### src/rtl/uart_rx_axis.sv
// uart_rx_axis: oversampled UART receiver with majority vote, error/break detection
// and a one-entry AXI-Stream holding register.
module uart_rx_axis #(
  parameter int    DATA_BITS = 8,
  parameter string PARITY    = "even",
  parameter int    STOP_BITS = 1,
  parameter int    DIV_W     = 16
) (
  input  logic                 clk,
  input  logic                 rst,
  input  logic                 rx,
  input  logic [DIV_W-1:0]     baud_div,
  output logic [DATA_BITS-1:0] m_axis_tdata,
  output logic                 m_axis_tvalid,
  input  logic                 m_axis_tready,
  output logic [1:0]           m_axis_tuser,
  output logic                 parity_error,
  output logic                 framing_error,
  output logic                 overrun,
  output logic                 break_det
);
  localparam bit   HAS_PAR = PARITY != "none";
  localparam logic ODD     = PARITY == "odd";
  typedef enum logic [2:0] {S_IDLE, S_START, S_DATA, S_PAR, S_STOP, S_BRK} state_t;
  state_t               state_q, state_d;
  logic                 rx_m_q, rx_s_q;
  logic [DIV_W-1:0]     div_q, div_d, cnt_q, cnt_d, mid;
  logic [3:0]           bit_q, bit_d;
  logic [1:0]           samp_q, samp_d;
  logic [DATA_BITS-1:0] data_q, data_d, tdata_q, tdata_d;
  logic                 pz_q, pz_d, perr_q, perr_d, ferr_q, ferr_d;
  logic [1:0]           tuser_q, tuser_d;
  logic                 tvalid_q, tvalid_d, pe_q, pe_d, fe_q, fe_d, ov_q, ov_d, brk_q, brk_d;
  logic                 last, at_m1, at_m, at_p1, maj, brk_hit, ferr_n;
  assign mid     = div_q >> 1;
  assign last    = cnt_q == div_q - DIV_W'(1);
  assign at_m1   = cnt_q == mid - DIV_W'(1);
  assign at_m    = cnt_q == mid;
  assign at_p1   = cnt_q == mid + DIV_W'(1);
  assign maj     = (samp_q[0] & samp_q[1]) | (samp_q[0] & rx_s_q) | (samp_q[1] & rx_s_q);
  // break needs an all-zero character, zero parity bit and a zero first stop bit
  assign brk_hit = bit_q == 4'd0 && data_q == '0 && (!HAS_PAR || pz_q) && !maj;
  assign ferr_n  = ferr_q | !maj;
  always_comb begin
    state_d  = state_q;
    div_d    = div_q;
    cnt_d    = last ? '0 : cnt_q + DIV_W'(1);
    bit_d    = bit_q;
    samp_d   = samp_q;
    data_d   = data_q;
    pz_d     = pz_q;
    perr_d   = perr_q;
    ferr_d   = ferr_q;
    tdata_d  = tdata_q;
    tuser_d  = tuser_q;
    tvalid_d = tvalid_q && !m_axis_tready;
    pe_d     = 1'b0;
    fe_d     = 1'b0;
    ov_d     = 1'b0;
    brk_d    = 1'b0;
    if (at_m1) samp_d[0] = rx_s_q;
    if (at_m) samp_d[1] = rx_s_q;
    case (state_q)
      S_IDLE: begin
        cnt_d = '0;
        if (!rx_s_q) begin
          state_d = S_START;
          div_d   = baud_div < DIV_W'(8) ? DIV_W'(8) : baud_div;
          perr_d  = 1'b0;
          ferr_d  = 1'b0;
        end
      end
      S_START: begin
        if (at_p1 && maj) state_d = S_IDLE;
        else if (last) begin
          state_d = S_DATA;
          bit_d   = 4'd0;
        end
      end
      S_DATA: begin
        if (at_p1) data_d = {maj, data_q[DATA_BITS-1:1]};
        if (last) begin
          bit_d = bit_q + 4'd1;
          if (bit_q == 4'(DATA_BITS - 1)) begin
            state_d = HAS_PAR ? S_PAR : S_STOP;
            bit_d   = 4'd0;
          end
        end
      end
      S_PAR: begin
        if (at_p1) begin
          perr_d = ^data_q ^ maj ^ ODD;
          pz_d   = !maj;
        end
        if (last) state_d = S_STOP;
      end
      S_STOP: begin
        if (at_p1) begin
          if (brk_hit) begin
            brk_d   = 1'b1;
            state_d = S_BRK;
          end else begin
            ferr_d = ferr_n;
            // completes half a bit early to tolerate clock mismatch
            if (bit_q == 4'(STOP_BITS - 1)) begin
              state_d = S_IDLE;
              pe_d    = perr_q;
              fe_d    = ferr_n;
              if (!tvalid_q || m_axis_tready) begin
                tvalid_d = 1'b1;
                tdata_d  = data_q;
                tuser_d  = {ferr_n, perr_q};
              end else ov_d = 1'b1;
            end
          end
        end else if (last) bit_d = bit_q + 4'd1;
      end
      S_BRK: if (rx_s_q) state_d = S_IDLE;
      default: state_d = S_IDLE;
    endcase
  end
  always_ff @(posedge clk or posedge rst) begin
    if (rst) begin
      state_q  <= S_IDLE;
      rx_m_q   <= 1'b1;
      rx_s_q   <= 1'b1;
      div_q    <= DIV_W'(8);
      cnt_q    <= '0;
      bit_q    <= '0;
      samp_q   <= '1;
      data_q   <= '0;
      pz_q     <= 1'b0;
      perr_q   <= 1'b0;
      ferr_q   <= 1'b0;
      tdata_q  <= '0;
      tuser_q  <= '0;
      tvalid_q <= 1'b0;
      pe_q     <= 1'b0;
      fe_q     <= 1'b0;
      ov_q     <= 1'b0;
      brk_q    <= 1'b0;
    end else begin
      state_q  <= state_d;
      rx_m_q   <= rx;
      rx_s_q   <= rx_m_q;
      div_q    <= div_d;
      cnt_q    <= cnt_d;
      bit_q    <= bit_d;
      samp_q   <= samp_d;
      data_q   <= data_d;
      pz_q     <= pz_d;
      perr_q   <= perr_d;
      ferr_q   <= ferr_d;
      tdata_q  <= tdata_d;
      tuser_q  <= tuser_d;
      tvalid_q <= tvalid_d;
      pe_q     <= pe_d;
      fe_q     <= fe_d;
      ov_q     <= ov_d;
      brk_q    <= brk_d;
    end
  end
  assign m_axis_tdata  = tdata_q;
  assign m_axis_tvalid = tvalid_q;
  assign m_axis_tuser  = tuser_q;
  assign parity_error  = pe_q;
  assign framing_error = fe_q;
  assign overrun       = ov_q;
  assign break_det     = brk_q;
endmodule

### config.mk
export PLATFORM = sky130hd
export DESIGN_NAME = uart_rx_axis
export DESIGN_NICKNAME = d
export VERILOG_FILES = /design/src/rtl/uart_rx_axis.sv
export SDC_FILE = /design/constraint.sdc
export NUM_CORES = 1
export LEC_CHECK = 0
export CAP_MARGIN = 20
export CORE_MARGIN = 4
export CORE_UTILIZATION = 40
export CTS_BUF_LIST = sky130_fd_sc_hd__clkbuf_16
export CTS_CLUSTER_DIAMETER = 50
export CTS_CLUSTER_SIZE = 30
export DETAILED_ROUTE_END_ITERATION = 16
export GPL_ROUTABILITY_DRIVEN = 0
export SLEW_MARGIN = 20
export SYNTH_ARGS = -nofsm -noshare
export SYNTH_HDL_FRONTEND = slang
export SYNTH_SLANG_ARGS = --single-unit
### constraint.sdc
create_clock -name clk -period 4.6 [get_ports clk]
set_input_delay 0.92 -clock clk [delete_from_list [all_inputs] [get_ports clk]]
set_output_delay 0.92 -clock clk [all_outputs]
set_load 0.03 [all_outputs]
---- Yosys cells after proc, flatten, opt, wreduce, memory -nomap -nowiden ----
Cells that the tools add are included.
storage, ports and cells
  register bits ........................... 69
operators by class
  $add $sub $neg .......................... 5
  reduce and logical (&&, ||, !) cells .... 24
  muxes and demuxes ....................... 48
  equality and inequality tests ........... 24
  bitwise gates (word level) .............. 9
  order comparisons ....................... 1
operators with widths
  cell                                                                           count
  16-bit == test                                                                 3
  16-bit two-way mux                                                             3
  3-bit two-way mux                                                              10
  1-bit two-way mux                                                              25
  4-bit two-way mux                                                              6
  2-bit inequality test, second input constant                                   12
  3-bit one-hot mux with 6 select lines                                          1
  15-bit by 1-bit adder with 16-bit output, second input constant                1
  16-bit by 1-bit adder with 16-bit output, second input constant                1
  16-bit by 15-bit == test with 1-bit output                                     1
  16-bit by 4-bit less-than comparator with 1-bit output, second input constant  1
  15-bit by 1-bit subtractor with 16-bit output, second input constant           1
  16-bit by 1-bit subtractor with 16-bit output, second input constant           1
  4-bit one-hot mux with 3 select lines                                          1
  8-bit zero test                                                                1
  8-bit AND reduction                                                            1
  8-bit XOR reduction                                                            1
  3-bit by 2-bit == test with 1-bit output, second input constant                2
  3-bit == test, second input constant                                           2
  3-bit inequality test, second input constant                                   2
  2-bit AND reduction                                                            3
  6-bit AND reduction                                                            1
  1-bit logical AND                                                              5
  5-bit AND reduction                                                            1
  other kinds (16)                                                               25

---- Depth between registers and ports, before layout ----
  depth in word-level cells ............... 9
  mapped depth ............................ 13
  gate-level depth less buffers ........... 11

---- Least setup slack after synthesis ----
No wires, ideal clock.
  kind .................................... flip-flop to flip-flop
  from .................................... register div_q[1]
  to ...................................... register bit_q[2]
  cell stages (with the launch flop) ...... 12
  library setup time ...................... 0.125 ns
  path buffers ............................ 0
  clock period less this slack ............ 2.971 ns
  arrival time ............................ 2.846 ns
  setup slack ............................. 1.629 ns
  path through ............................ dfrtp_1 -> inv_1 -> ha_1 -> nor3b_1 -> nand2_2 -> and2_1 -> a2111o_1 -> a2111oi_4 -> o211a_4 -> a21boi_1 -> o21ai_1 -> mux2_2
between the ends
  cells in the longest elaborated chain, start to end .. 5
  elaborated cells between the ends (all ways) .. 11
  those cells by class .................... add/sub: 2; eq/ne: 7; reduce/logical: 2
RTL lines
  what                                      line  text
  from (decl)                               27    logic [DIV_W-1:0] div_q, div_d, cnt_q, cnt_d, mid;
  from (signal assigned)                    146   div_q <= div_d;
  15-bit by 1-bit adder with 16-bit output  39    assign at_p1 = cnt_q == mid + DIV_W'(1);
  16-bit == test                            39
  1-bit logical AND                         74    if (at_p1 && maj) state_d = S_IDLE;
  2-bit inequality test (no line)           n/a
  6-bit AND reduction (no line) (*)         n/a
  to (signal assigned)                      148   bit_q <= bit_d;
  to (decl)                                 28    logic [3:0] bit_q, bit_d;
Every way passes the cells marked *; elsewhere a longest branch is shown, timed or not.
A chain may end at the register's enable or synchronous reset.

---- Final worst setup path ----
  from .................................... register div_q[4]
  to ...................................... register tuser_q[1] (netlist: m_axis_tuser[1])
between the ends
  cells in the longest elaborated chain, start to end .. 3
RTL lines
  what                                      line  text
  15-bit by 1-bit adder with 16-bit output  39
  16-bit == test                            39
  5-bit AND reduction (no line)             n/a
  to (signal assigned)                      155   tuser_q <= tuser_d;
  to (decl)                                 32    logic [1:0] tuser_q, tuser_d;
No other way between the ends.

==> results.sh <==
export IMPL_yosys_area_top_type="dfrtp_1"
export IMPL_synth_top_family_by_area="simple AND/OR/NAND/NOR gates"
export IMPL_synthAdderAreaFrac_pct=2.573
export IMPL_synthesis_instances=585
export IMPL_max_cap_viol_count=0
export IMPL_cp_end_kind="flop"
export IMPL_die_width_microns=118.3
export IMPL_routedWlPerCell_microns=16.25
export IMPL_root_buffer="clkbuf_16"
export IMPL_ys_ff_latch=69
export IMPL_synth_edff_count=0
export IMPL_cts_num_sinks=69
export IMPL_die_y_microns=118.3
export IMPL_synth_simple_area_share_pct=25.78
export IMPL_final_hold_violation_count=0
export IMPL_synthesis_nets=615
export IMPL_start_util_pct=40.66
export IMPL_rsz0062_at_grt="no"
export IMPL_leakage_uw=0.002267
export IMPL_ff_latch_area_sq_um=1733
export IMPL_powerDensity_nw_per_um2=333.6
export IMPL_grt_ovfl_total=0
export IMPL_min_period_over_period_pct=77.69
export IMPL_start_kind="flop"
export IMPL_htreeDepth=3
export IMPL_slew_headroom_pct=54.97
export IMPL_core_area_sq_um=11960
export IMPL_grt_pass1_vias=4178
export IMPL_drtPass1Iterations=7
export IMPL_tns_ns=0
export IMPL_clk_latency_ns=0.33
export IMPL_crit_arrival_ns=3.79
export IMPL_postRouteAntennaNets=0
export IMPL_clkTransAtPathRegs_ns=0.06
export IMPL_multi_input_area_sq_um=2854
export IMPL_holdWs_ns=0.3623
export IMPL_synth_area_per_cell_sq_um=8.314
export IMPL_skew_ns=0.005735
export IMPL_diodes=0
export IMPL_clock_path_buffers=2
export IMPL_synth_area_top_cells="dfrtp_1 (33%), nand2_1 (6.8%), xnor2_1 (6.1%), xor2_1 (5.8%), nor2_1 (3.4%)"
export IMPL_grt_max_degree=39
export IMPL_final_common_cell="nand2_1"
export IMPL_synth_xor_area_share_pct=11.89
export IMPL_drt_iter0_markers=205
export IMPL_portBuffers=34
export IMPL_worstPathMaxFanout=19
export IMPL_placementRows=40
export IMPL_grt_pass1_wl_microns=20630
export IMPL_drc=0
export IMPL_antenna_found_initial=0
export IMPL_area_growth_pct=15.18
export IMPL_dieArea_sq_um=13990
export IMPL_ir_drop_mv=0.1787
export IMPL_outcome="finished, final reports clean"
export IMPL_nNetsFinal=627
export IMPL_hp_class="reg -> reg"
export IMPL_fmax_ghz=0.2798
export IMPL_synth_compound_area_share_pct=15.05
export IMPL_postCtsHoldBufs=0
export IMPL_cts_tree="yes"
export IMPL_layout_min_cycle_time_ns=3.574
export IMPL_synth_async_reset_ratio_pct=100.0
export IMPL_nFillCells=1137
export IMPL_synth_area_mux_share_pct=3.267
export IMPL_crit_type="reg -> reg"
export IMPL_cts_resized_gates=0
export IMPL_totalWireLength_microns=12170
export IMPL_hpwl_microns=9154
export IMPL_synthFlopType="dfrtp_1"
export IMPL_setup_viol=0
export IMPL_worst_pin_slew_ns=0.6683
export IMPL_synth_top_area_share_pct=32.93
export IMPL_yosysSeqAreaShare_pct=35.63
export IMPL_num_vias=4188
export IMPL_cts_setup_buffers=0
export IMPL_finalMaxSlewViolations=0
export IMPL_numCtsBuffers=9
export IMPL_netlist_area_sq_um=4863
export IMPL_via_per_inst=5.591
export IMPL_cp_data_required_time_ns=4.81
export IMPL_grtUsageTotal_pct=17.94
export IMPL_synth_cell_type_count=68
export IMPL_io_pins=35
export IMPL_finalPower_uw=1868
export IMPL_yosysWarnings=0
export IMPL_mostFrequentLayoutCells="nand2_1 (88), dfrtp_1 (64), nor2_1 (44), xnor2_1 (34), clkdlybuf4s50_1 (34)"
export IMPL_drive_gt1_share_pct=7.973
-- synthesized netlist by cell type (7+ instances only) --
library cell  count
a21oi_1          21
and3_1            9
buf_2            10
clkbuf_1         22
dfrtp_1          64
ha_1             10
inv_1            28
mux2_2            7
mux2i_1           8
nand2_1          88
nand2b_1         10
nand3_1          26
nand4_1          11
nor2_1           44
nor2b_1           7
nor3_1           15
nor4_1           12
o21ai_0          21
o21ai_1          19
xnor2_1          34
xor2_1           32
-- stage by stage --
stage / setup WS (ns) / area (sq um) / util (%) / instances
after detailed placement: 1.061 / 5261 / 43.99 / 733
after floorplan: 1.629 / 4863 / - / 585
after CTS: 1.053 / 5602 / 46.83 / 749
after global routing: 0.7160 / 5602 / 46.83 / 749
after global placement: 1.142 / 5261 / 43.99 / 733
final: 1.026 / 5602 / 46.83 / 749
-- worst max-delay path, cell delays in order, from the launching register on --
cell	delay, ns
dfrtp_1	0.70
nand3_1	0.37
or4_4	0.60
xnor2_1	0.15
a21oi_1	0.19
a21oi_2	0.10
nor4_4	0.45
nand4b_2	0.48
mux2_2	0.42
-- per-layer routing --
metal  vias to the layer above  routed length [microns]  global-route usage, %
met5                         -                        0                      0
met4                         0                      349                  8.278
met3                        21                      488                  2.727
met2                       110                     6082                  29.97
met1                      2004                     5250                  22.80
li1                       2053                        -                      -
-- cells by family after synthesis --
logic type / after synthesis
AND/OR/NAND/NOR: 248
AO/OA/AOI/OAI: 110
flip-flops: 69
buffers and inverters: 67
XOR/XNOR: 66
multiplexers: 15
adder cells (fa/ha/maj): 10
-- state kept, by name, summed over array words and instances (netlist names), 2 cells and up --
name / cells
samp_q: 2
div_q: 16
m_axis_tuser: 2
bit_q: 4
cnt_q: 16
state_q: 3
data_q: 8
m_axis_tdata: 8
-- path summary, 6_finish.rpt --
kind                            cells past startpoint  slack [ns]               to  startpoint
worst max-delay path                                8        1.03  m_axis_tuser[1]    div_q[4]
worst min-delay path                                0        0.36           rx_s_q      rx_m_q
worst max register to register                      8        1.03  m_axis_tuser[1]    div_q[4]
worst min register to register                      0        0.36           rx_s_q      rx_m_q
max in group asynchronous                           3        2.64         div_q[3]         rst
min in group asynchronous                           2        1.00        cnt_q[12]         rst
-- power breakdown --
| group | leakage [uW] | internal (uW) | switching, uW |
|---|---|---|---|
| Clock | 0.000168 | 527 | 253 |
| Combinational | 0.00120 | 159 | 181 |
| Sequential | 0.000896 | 643 | 106 |
| Total | 0.00227 | 1330 | 539 |
-- final cells by class --
type | count | area share (%)
multi-input combinational | 449 | 50.95
clock inverter | 7 | 2.055
tap | 147 | 3.283
timing repair buffer | 40 | 6.880
inverter | 28 | 1.876
clock buffer | 9 | 4.021
sequential | 69 | 30.94
No activity file was read; power rests on OpenSTA's default activity.
